## src/rtl/im_boot_pkg.sv

```systemverilog
// Shared types and constants for the instruction-memory boot loader.
// IM_BOOT_CHECKSUM_EN adds the CSUM state used for the trailing checksum byte.
package im_boot_pkg;

    localparam int WORD_BYTES = 4;
    localparam int LEN_BYTES  = 2;

    localparam logic [3:0] WEN_WORD = 4'b1111;
    localparam logic [3:0] WEN_NONE = 4'b0000;

    typedef enum logic [2:0] {
        S_IDLE = 3'd0,
        S_LEN0 = 3'd1,
        S_LEN1 = 3'd2,
        S_LOAD = 3'd3,
`ifdef IM_BOOT_CHECKSUM_EN
        S_CSUM = 3'd4,
`endif
        S_DONE = 3'd5,
        S_ERR  = 3'd6
    } state_t;

endpackage

```

## src/rtl/im_boot_loader_word_packer.sv

```systemverilog
// Lane counter and little-endian assembler for 32-bit words.
// Builds each word from bytes and pulses word_valid on the fourth byte.
import im_boot_pkg::*;

module im_word_packer (
    input  logic        clk,
    input  logic        rst,
    input  logic        clear,
    input  logic        byte_en,
    input  logic [7:0]  byte_data,
    output logic        word_valid,
    output logic [31:0] word
);

    logic [1:0]  lane;
    logic [23:0] low;

    always_ff @(posedge clk or posedge rst) begin
        if (rst) begin
            lane <= 2'd0;
            low  <= 24'd0;
        end else if (clear) begin
            lane <= 2'd0;
        end else if (byte_en) begin
            lane <= lane + 2'd1;
            unique case (lane)
                2'd0:    low[7:0]   <= byte_data;
                2'd1:    low[15:8]  <= byte_data;
                2'd2:    low[23:16] <= byte_data;
                default: ;
            endcase
        end
    end

    // The top byte is taken straight from the bus so the word is ready
    // in the same cycle its last byte is accepted.
    assign word_valid = byte_en & (lane == 2'(WORD_BYTES - 1));
    assign word       = {byte_data, low};

endmodule

```

## src/rtl/im_boot_loader.sv

```systemverilog
// Boot loader: receives a length-prefixed byte image and writes it to IM.
// IM_BOOT_CHECKSUM_EN enables the trailing 8-bit checksum byte.
import im_boot_pkg::*;

module im_boot_loader #(
    parameter int ADDR_W      = 16,
    parameter int DEPTH_WORDS = 16384,
    parameter int BASE_ADDR   = 0
) (
    input  logic              clk,
    input  logic              rst,
    input  logic              start,
    input  logic              rx_valid,
    input  logic [7:0]        rx_data,
    output logic              rx_ready,
    output logic [3:0]        im_w_en,
    output logic [ADDR_W-1:0] im_addr,
    output logic [31:0]       im_w_data,
    output logic              cpu_hold,
    output logic              done,
    output logic              error
);

    state_t      state;
    state_t      state_nx;
    logic [15:0] n;
    logic [15:0] idx;
    logic [15:0] n_full;
    logic        take;
    logic        load_take;
    logic        too_big;
    logic        last_word;
    logic        word_valid;
    logic [31:0] word;
`ifdef IM_BOOT_CHECKSUM_EN
    logic [7:0]  sum;
`endif

    // start wins over a byte arriving in the same cycle.
    assign take      = rx_valid & rx_ready & ~start;
    assign load_take = take & (state == S_LOAD);
    assign n_full    = {rx_data, n[7:0]};
    assign too_big   = {1'b0, n_full} > 17'(DEPTH_WORDS);
    assign last_word = word_valid & (idx == n - 16'd1);

    im_word_packer u_packer (
        .clk        (clk),
        .rst        (rst),
        .clear      (start),
        .byte_en    (load_take),
        .byte_data  (rx_data),
        .word_valid (word_valid),
        .word       (word)
    );

    always_ff @(posedge clk or posedge rst) begin
        if (rst) state <= S_IDLE;
        else     state <= state_nx;
    end

    always_comb begin
        state_nx = state;
        if (start) begin
            state_nx = S_LEN0;
        end else if (take) begin
            unique case (state)
                S_LEN0: state_nx = S_LEN1;
                S_LEN1: begin
                    if (n_full == 16'd0)
`ifdef IM_BOOT_CHECKSUM_EN
                        state_nx = S_CSUM;
`else
                        state_nx = S_DONE;
`endif
                    else if (too_big)
                        state_nx = S_ERR;
                    else
                        state_nx = S_LOAD;
                end
                S_LOAD: begin
                    if (last_word)
`ifdef IM_BOOT_CHECKSUM_EN
                        state_nx = S_CSUM;
`else
                        state_nx = S_DONE;
`endif
                end
`ifdef IM_BOOT_CHECKSUM_EN
                S_CSUM: state_nx = (rx_data == sum) ? S_DONE : S_ERR;
`endif
                default: ;
            endcase
        end
    end

    always_comb begin
        rx_ready = 1'b0;
        done     = 1'b0;
        error    = 1'b0;
        unique case (state)
            S_LEN0:  rx_ready = 1'b1;
            S_LEN1:  rx_ready = 1'b1;
            S_LOAD:  rx_ready = 1'b1;
`ifdef IM_BOOT_CHECKSUM_EN
            S_CSUM:  rx_ready = 1'b1;
`endif
            S_DONE:  done     = 1'b1;
            S_ERR:   error    = 1'b1;
            default: ;
        endcase
    end

    always_ff @(posedge clk or posedge rst) begin
        if (rst) begin
            n         <= 16'd0;
            idx       <= 16'd0;
            cpu_hold  <= 1'b1;
            im_w_en   <= WEN_NONE;
            im_addr   <= '0;
            im_w_data <= 32'd0;
`ifdef IM_BOOT_CHECKSUM_EN
            sum       <= 8'd0;
`endif
        end else begin
            im_w_en <= WEN_NONE;
            if (start) begin
                idx      <= 16'd0;
                cpu_hold <= 1'b1;
`ifdef IM_BOOT_CHECKSUM_EN
                sum      <= 8'd0;
`endif
            end else begin
                if (take && state == S_LEN0) n <= {8'h00, rx_data};
                if (take && state == S_LEN1) n <= n_full;
                if (word_valid) begin
                    im_w_en   <= WEN_WORD;
                    im_addr   <= ADDR_W'(BASE_ADDR) + ADDR_W'({idx, 2'b00});
                    im_w_data <= word;
                    idx       <= idx + 16'd1;
                end
`ifdef IM_BOOT_CHECKSUM_EN
                if (load_take) sum <= sum + rx_data;
`endif
                // Releasing one cycle late lets the final IM write land first.
                if (state == S_DONE) cpu_hold <= 1'b0;
            end
        end
    end

endmodule
```

## config.mk

```make
export PLATFORM = sky130hd
export DESIGN_NAME = im_boot_loader
export DESIGN_NICKNAME = d
export VERILOG_FILES = /design/src/rtl/im_boot_pkg.sv /design/src/rtl/im_boot_loader_word_packer.sv /design/src/rtl/im_boot_loader.sv
export SDC_FILE = /design/constraint.sdc
export NUM_CORES = 1
export LEC_CHECK = 0
export ABC_AREA = 1
export CORE_MARGIN = 4
export CORE_UTILIZATION = 45
export CTS_CLUSTER_SIZE = 28
export DETAILED_ROUTE_END_ITERATION = 12
export GPL_ROUTABILITY_DRIVEN = 0
export PLACE_DENSITY = 0.67
export RECOVER_POWER = 50
export SLEW_MARGIN = 20
export SYNTH_ARGS = -nofsm -noshare
export SYNTH_HDL_FRONTEND = slang
export SYNTH_HIERARCHICAL = 1
export SYNTH_SLANG_ARGS = --single-unit
```

## constraint.sdc

```tcl
create_clock -name clk -period 7.85 [get_ports clk]
set_input_delay 1.1775 -clock clk [delete_from_list [all_inputs] [get_ports clk]]
set_output_delay 1.1775 -clock clk [all_outputs]
set_load 0.01 [all_outputs]
```

Word level (Yosys, flattened, before mapping)
Index checks and enable logic that the tools add are counted.
{"block": "op_classes", "n_addsub": 3, "order_cmp": 1, "n_eq_ne": 10, "muxes": 19, "n_bitwise": 7, "reduce_logical": 18}
{"cell": "two-way mux 16 bit", "n": 4}
{"cell": "adder 16 x 1 -> 16 bit, second input constant", "n": 1}
{"cell": "equality test 16 bit", "n": 1}
{"cell": "greater-than comparator 16 x 15 -> 1 bit, second input constant", "n": 1}
{"cell": "zero test 16 bit", "n": 1}
{"cell": "subtractor 16 x 1 -> 16 bit, second input constant", "n": 1}
{"cell": "two-way mux 3 bit", "n": 5}
{"cell": "AND reduction 3 bit", "n": 5}
{"cell": "nonzero test 2 bit", "n": 5}
{"cell": "case mux 3 bit (3 select lines)", "n": 1}
{"cell": "two-way mux 4 bit", "n": 2}
{"cell": "equality test 3 x 2 -> 1 bit, second input constant", "n": 2}
{"cell": "equality test 3 bit, second input constant", "n": 2}
{"cell": "bitwise AND 1 bit", "n": 5}
{"cell": "two-way mux 1 bit", "n": 5}
{"cell": "equality test 2 bit, second input constant", "n": 2}
{"cell": "two-way mux 2 bit", "n": 2}
{"cell": "AND reduction 2 bit", "n": 2}
{"cell": "nonzero test 4 bit", "n": 1}
{"cell": "equality test 3 x 1 -> 1 bit, second input constant", "n": 1}
{"cell": "inequality test 3 bit, second input constant", "n": 1}
{"cell": "OR reduction 3 bit", "n": 1}
{"cell": "adder 2 x 1 -> 2 bit, second input constant", "n": 1}
{"cell": "equality test 2 x 1 -> 1 bit, second input constant", "n": 1}
{"cell": "3 further kinds", "n": 5}
{"block": "word_totals", "regBits": 112, "out_inout_bits": 56, "wordCells": 70}

Longest topological paths before layout
{"block": "logic_depth", "depth_word": 12, "mapped_depth": 20, "ltp_nobuf": 18}

Cells and area by module
The synthesis kept the hierarchy.
{"module": "im_boot_loader", "instances": 1, "cells_per_inst": 534, "area_per_inst_um2": 4164.0}
{"module": "im_word_packer", "instances": 1, "cells_per_inst": 135, "area_per_inst_um2": 1219.9}

Worst setup path after synthesis
Ideal clock, no wire load.
{"block": "synth_path", "kind": "input -> register", "startpoint": "in start", "endpoint": "reg idx[15]", "setup_time_ns": 0.119, "arrival_ns": 3.107, "setup_slack_ns": 4.624, "path_stages": 13, "cell_sequence": "nor4_1 > buf_4 > buf_6 > nand2_1 > inv_1 > inv_1 > nor2_2 > nand2_1 > nor3_2 > nand4_1 > nor3_2 > a21oi_1 > o21a_1"}
{"block": "synth_between", "elab_chain_cells": 5, "word_cells_on_any_way": 6, "cone_classes": "mux (1); bitwise (4); reduce/logical (1)"}
{"element": "start, declared", "line": "im_boot_loader.sv:12", "text": "input logic start,"}
{"element": "NOT 1 bit (no source line)"}
{"element": "bitwise AND 1 bit", "line": "im_boot_loader.sv:40", "text": "assign take = rx_valid & rx_ready & ~start;"}
{"element": "bitwise AND 1 bit", "line": "im_boot_loader.sv:41", "text": "assign load_take = take & (state == S_LOAD);"}
{"element": "bitwise AND 1 bit", "line": "im_boot_loader_word_packer.sv:37", "text": "assign word_valid = byte_en & (lane == 2'(WORD_BYTES - 1));"}
{"element": "via word_valid", "line": "im_boot_loader.sv:33", "text": "logic word_valid;"}
{"element": "nonzero test 2 bit (no source line)"}
{"element": "end signal, assigned", "line": "im_boot_loader.sv:139", "text": "idx <= idx + 16'd1;"}
{"element": "end, declared", "line": "im_boot_loader.sv:27", "text": "logic [15:0] idx;"}
The timed path passes the listed nets, and every way through them passes these cells.
A chain may end at the register's enable or synchronous reset.

==> impl_metrics.py <==
metrics = {
    "outcome": {
        "status": "finished with violations",
        "violations": "capacitance limit, slew limit",
    },
    "power_and_ir_drop": {
        "p_per_area_nw_per_um2": 236,
        "p_seq_frac": 0.451,
        "power.leakage_nw": 3.33,
        "clkPwrFrac": 0.299,
        "peakVddDrop_mv": 0.0984,
        "p_sw_mw": 0.518,
        "power_frac_comb": 0.250,
        "switching_share": 0.347,
        "p_int_mw": 0.973,
    },
    "cells_and_area": {
        "drive_gt1_frac": 0.0655,
        "antenna_cells": 0,
        "final_common_cell": "nand2_1",
        "area_growth_pct": 17.2,
        "nNetsFinal": 732,
        "n_fill_cell": 1103,
        "mostFrequentLayoutCells": "nand2_1 (260), dfrtp_1 (108), inv_1 (53)",
    },
    "setup_path": {
        "end_kind": "async pin",
        "crit_type": "in -> async",
        "crit_start": "rst",
        "reg2reg_setup_slack_ns": 4.84,
        "reg2reg_depth": 15,
        "crit_arrival_ns": 4.73,
        "endpoint": "im_addr[9]$_DFFE_PP0P_",
        "worstPathRequired_ns": 7.64,
        "critPathLaunchType": "input port",
        "rr_startpoint": "state[1]$_DFFE_PP0P_",
        "r2r-end": "idx[15]$_DFFE_PP0P_",
        "cp_max_fo": 58,
    },
    "timing": {
        "setup_viol": 0,
        "maxSlewViolCount": 59,
        "max_freq_mhz": 202,
        "worst_slew_pin_slew_ns": 3.06,
        "setup_tns_ns": 0,
        "setup_slack_ns": 2.91,
        "rsz0062_at_grt": "no",
        "timing.final.hold_violations": 0,
        "clock_skew_ns": 0.0106,
        "period_minus_slack_ns": 4.94,
        "relSlewSlack": -1.04,
        "period_share": 0.629,
    },
    "logic_synthesis": {
        "postSynthCellCount": 669,
        "syn_area_per_cell_um2": 8.05,
        "yosys_warnings": 6,
        "ys_seq_elements": 109,
        "ys_types": 38,
        "synth_area_um2": 5380,
        "seq_area_frac_synth": 0.507,
    },
    "drt": {
        "firstDrtPassIters": 4,
        "wl_mm": 12.7,
        "antenna_left": 0,
        "drcViolationCount": 0,
        "via_per_inst": 5.15,
        "num_vias": 4432,
        "drt_iter0_drc": 261,
        "wl_per_cell_um": 14.7,
    },
    "global_routing": {
        "grt.total_usage": 0.192,
        "grt_first_pass_wirelength_mm": 21.7,
        "grt_pass1_vias": 4317,
        "grt_start_max_net_pins": 59,
        "overflow": 0,
        "antenna_found_initial": 0,
    },
    "cts": {
        "postCtsSetupBuffers": 0,
        "ctsResizeCount": 0,
        "clk_latency_ns": 0.36,
        "h-tree-depth": 3,
        "cts_tree": "yes",
        "cts-root-buf": "clkbuf_16",
        "ctsHoldBuffers": 0,
        "cts_sinks": 109,
        "cts_buffers": 9,
        "clockBufferDepth": 2,
        "clk_pin_slew_worst_paths_ns": 0.07,
    },
    "floorplan": {
        "io_pins": 68,
        "coreArea_um2": 11600,
        "num_rows": 39,
        "die_h_um": 117,
        "dieWidth_um": 117,
        "initial_core_util": 0.466,
        "dieArea_um2": 13800,
    },
    "flow_run": {
        "max-cap-violations": 1,
    },
    "place": {
        "dp_hpwl_mm": 9.19,
        "place_ws_ns": 3.79,
        "port_buffers": 65,
    },
    "worst_hold_path": {
        "hold_path_class": "reg -> reg",
    },
}
-- routing by layer --
metal  share of wire  track usage  routed length (um)
met1            0.46        0.256                5840
met2            0.47        0.314                5990
met3           0.054       0.0366                 684
met4           0.014       0.0682                 173
met5               0            0                   0
-- through the flow --
step | cell area [um2] | utilization | total power [mW] | hold WS (ns) | std cells
6_report | 6310 | 0.546 | 1.49 | 0.467 | 861
5_1_grt | 6310 | 0.546 | 1.59 | 0.491 | 861
4_1_cts | 6320 | 0.546 | 1.50 | 0.476 | 861
3_5_place_dp | 6020 | 0.521 | 1.06 | 0.457 | 845
3_3_place_gp | 6020 | 0.521 | 1.04 | 0.456 | 845
2_1_floorplan | 5390 | - | 0.967 | 0.442 | 670
-- power groups by stage --
stage | Sequential, mW | Clock (mW) | Combinational, mW
2_1_floorplan | 0.663 | 0 | 0.304
3_3_place_gp | 0.679 | 0 | 0.365
3_5_place_dp | 0.683 | 0 | 0.375
4_1_cts | 0.673 | 0.454 | 0.378
5_1_grt | 0.681 | 0.477 | 0.434
6_report | 0.672 | 0.446 | 0.373
-- worst max-delay path, stage by stage --
cell and delay (ns):
dlygate4sd3_1 0.57, clkinvlp_2 0.72, clkbuf_1 2.23
-- cells by family (layout without fill, tap and decap cells) --
kind of cell               Yosys count  in the layout  synth area share
AOI/OAI and AO/OA                   55             55            0.0532
other                                1              2          0.000697
DFF                                109            109             0.507
xor gates and xnor gates            12             12            0.0223
and+or+nand+nor                    391            391             0.317
adders and majority gates            7              7            0.0163
buffers and inverters               94            142            0.0832
-- layout make-up --
class / count / area, um2 / share of cell area
flip-flops and latches: 109 / 2730 / 0.432
repair buffers: 69 / 677 / 0.107
inverters: 57 / 215 / 0.0341
clock buffers: 9 / 225 / 0.0357
clock inverters: 7 / 67.6 / 0.0107
well taps: 143 / 179 / 0.0283
multi-input cells: 467 / 2220 / 0.352
-- state kept, by name, indices dropped and copies added, names as in the netlist --
name,flops
im_w_data,32
u_packer/low,24
idx,16
n,16
im_addr,14
state,3
u_packer/lane,2
cpu_hold,1
im_w_en,1
-- Yosys cell counts --
master,number,area [um2]
nand3b_1,2,15.0
nor2_1,39,146
nor2_8,1,20.0
nand2_1,260,976
buf_1,2,7.51
xnor2_1,8,70.1
and2_1,1,6.26
dfrtp_1,108,2700
nand3_1,31,155
buf_2,9,45.0
o21a_1,1,7.51
clkbuf_2,1,5.00
ha_1,7,87.6
nor4_1,2,12.5
dfstp_2,1,26.3
nor2_2,8,50.1
o31ai_1,1,7.51
nand2_4,1,11.3
xor3_1,1,23.8
clkbuf_1,6,22.5
nor3_1,5,25.0
nand4_1,30,188
nand3_2,2,20.0
a21oi_2,1,8.76
o22ai_1,2,12.5
nand4_2,1,12.5
nand2_2,3,18.8
o21ai_0,25,125
nor3_2,3,30.0
inv_1,55,206
buf_4,16,120
inv_2,2,7.51
conb_1,1,3.75
o21ai_1,14,70.1
a21oi_1,11,55.1
buf_6,3,33.8
nor2_4,2,22.5
xor2_1,3,26.3
-- how the worst min path moves through the flow --
stage / startpoint / end / slack [ns] / cells after the start
finish: im_w_data[27]$_DFFE_PP0P_ / im_w_data[27]$_DFFE_PP0P_ / 0.47 / 2
global placement: im_w_data[29]$_DFFE_PP0P_ / im_w_data[29]$_DFFE_PP0P_ / 0.46 / 2
CTS: im_w_data[27]$_DFFE_PP0P_ / im_w_data[27]$_DFFE_PP0P_ / 0.48 / 2
floorplan: u_packer/low[0]$_DFFE_PP0P_ / u_packer/low[0]$_DFFE_PP0P_ / 0.44 / 2
detailed placement: im_w_data[19]$_DFFE_PP0P_ / im_w_data[19]$_DFFE_PP0P_ / 0.46 / 2
global route: im_w_data[14]$_DFFE_PP0P_ / im_w_data[14]$_DFFE_PP0P_ / 0.49 / 2
Note: power is estimated with default switching activity, not from simulation.
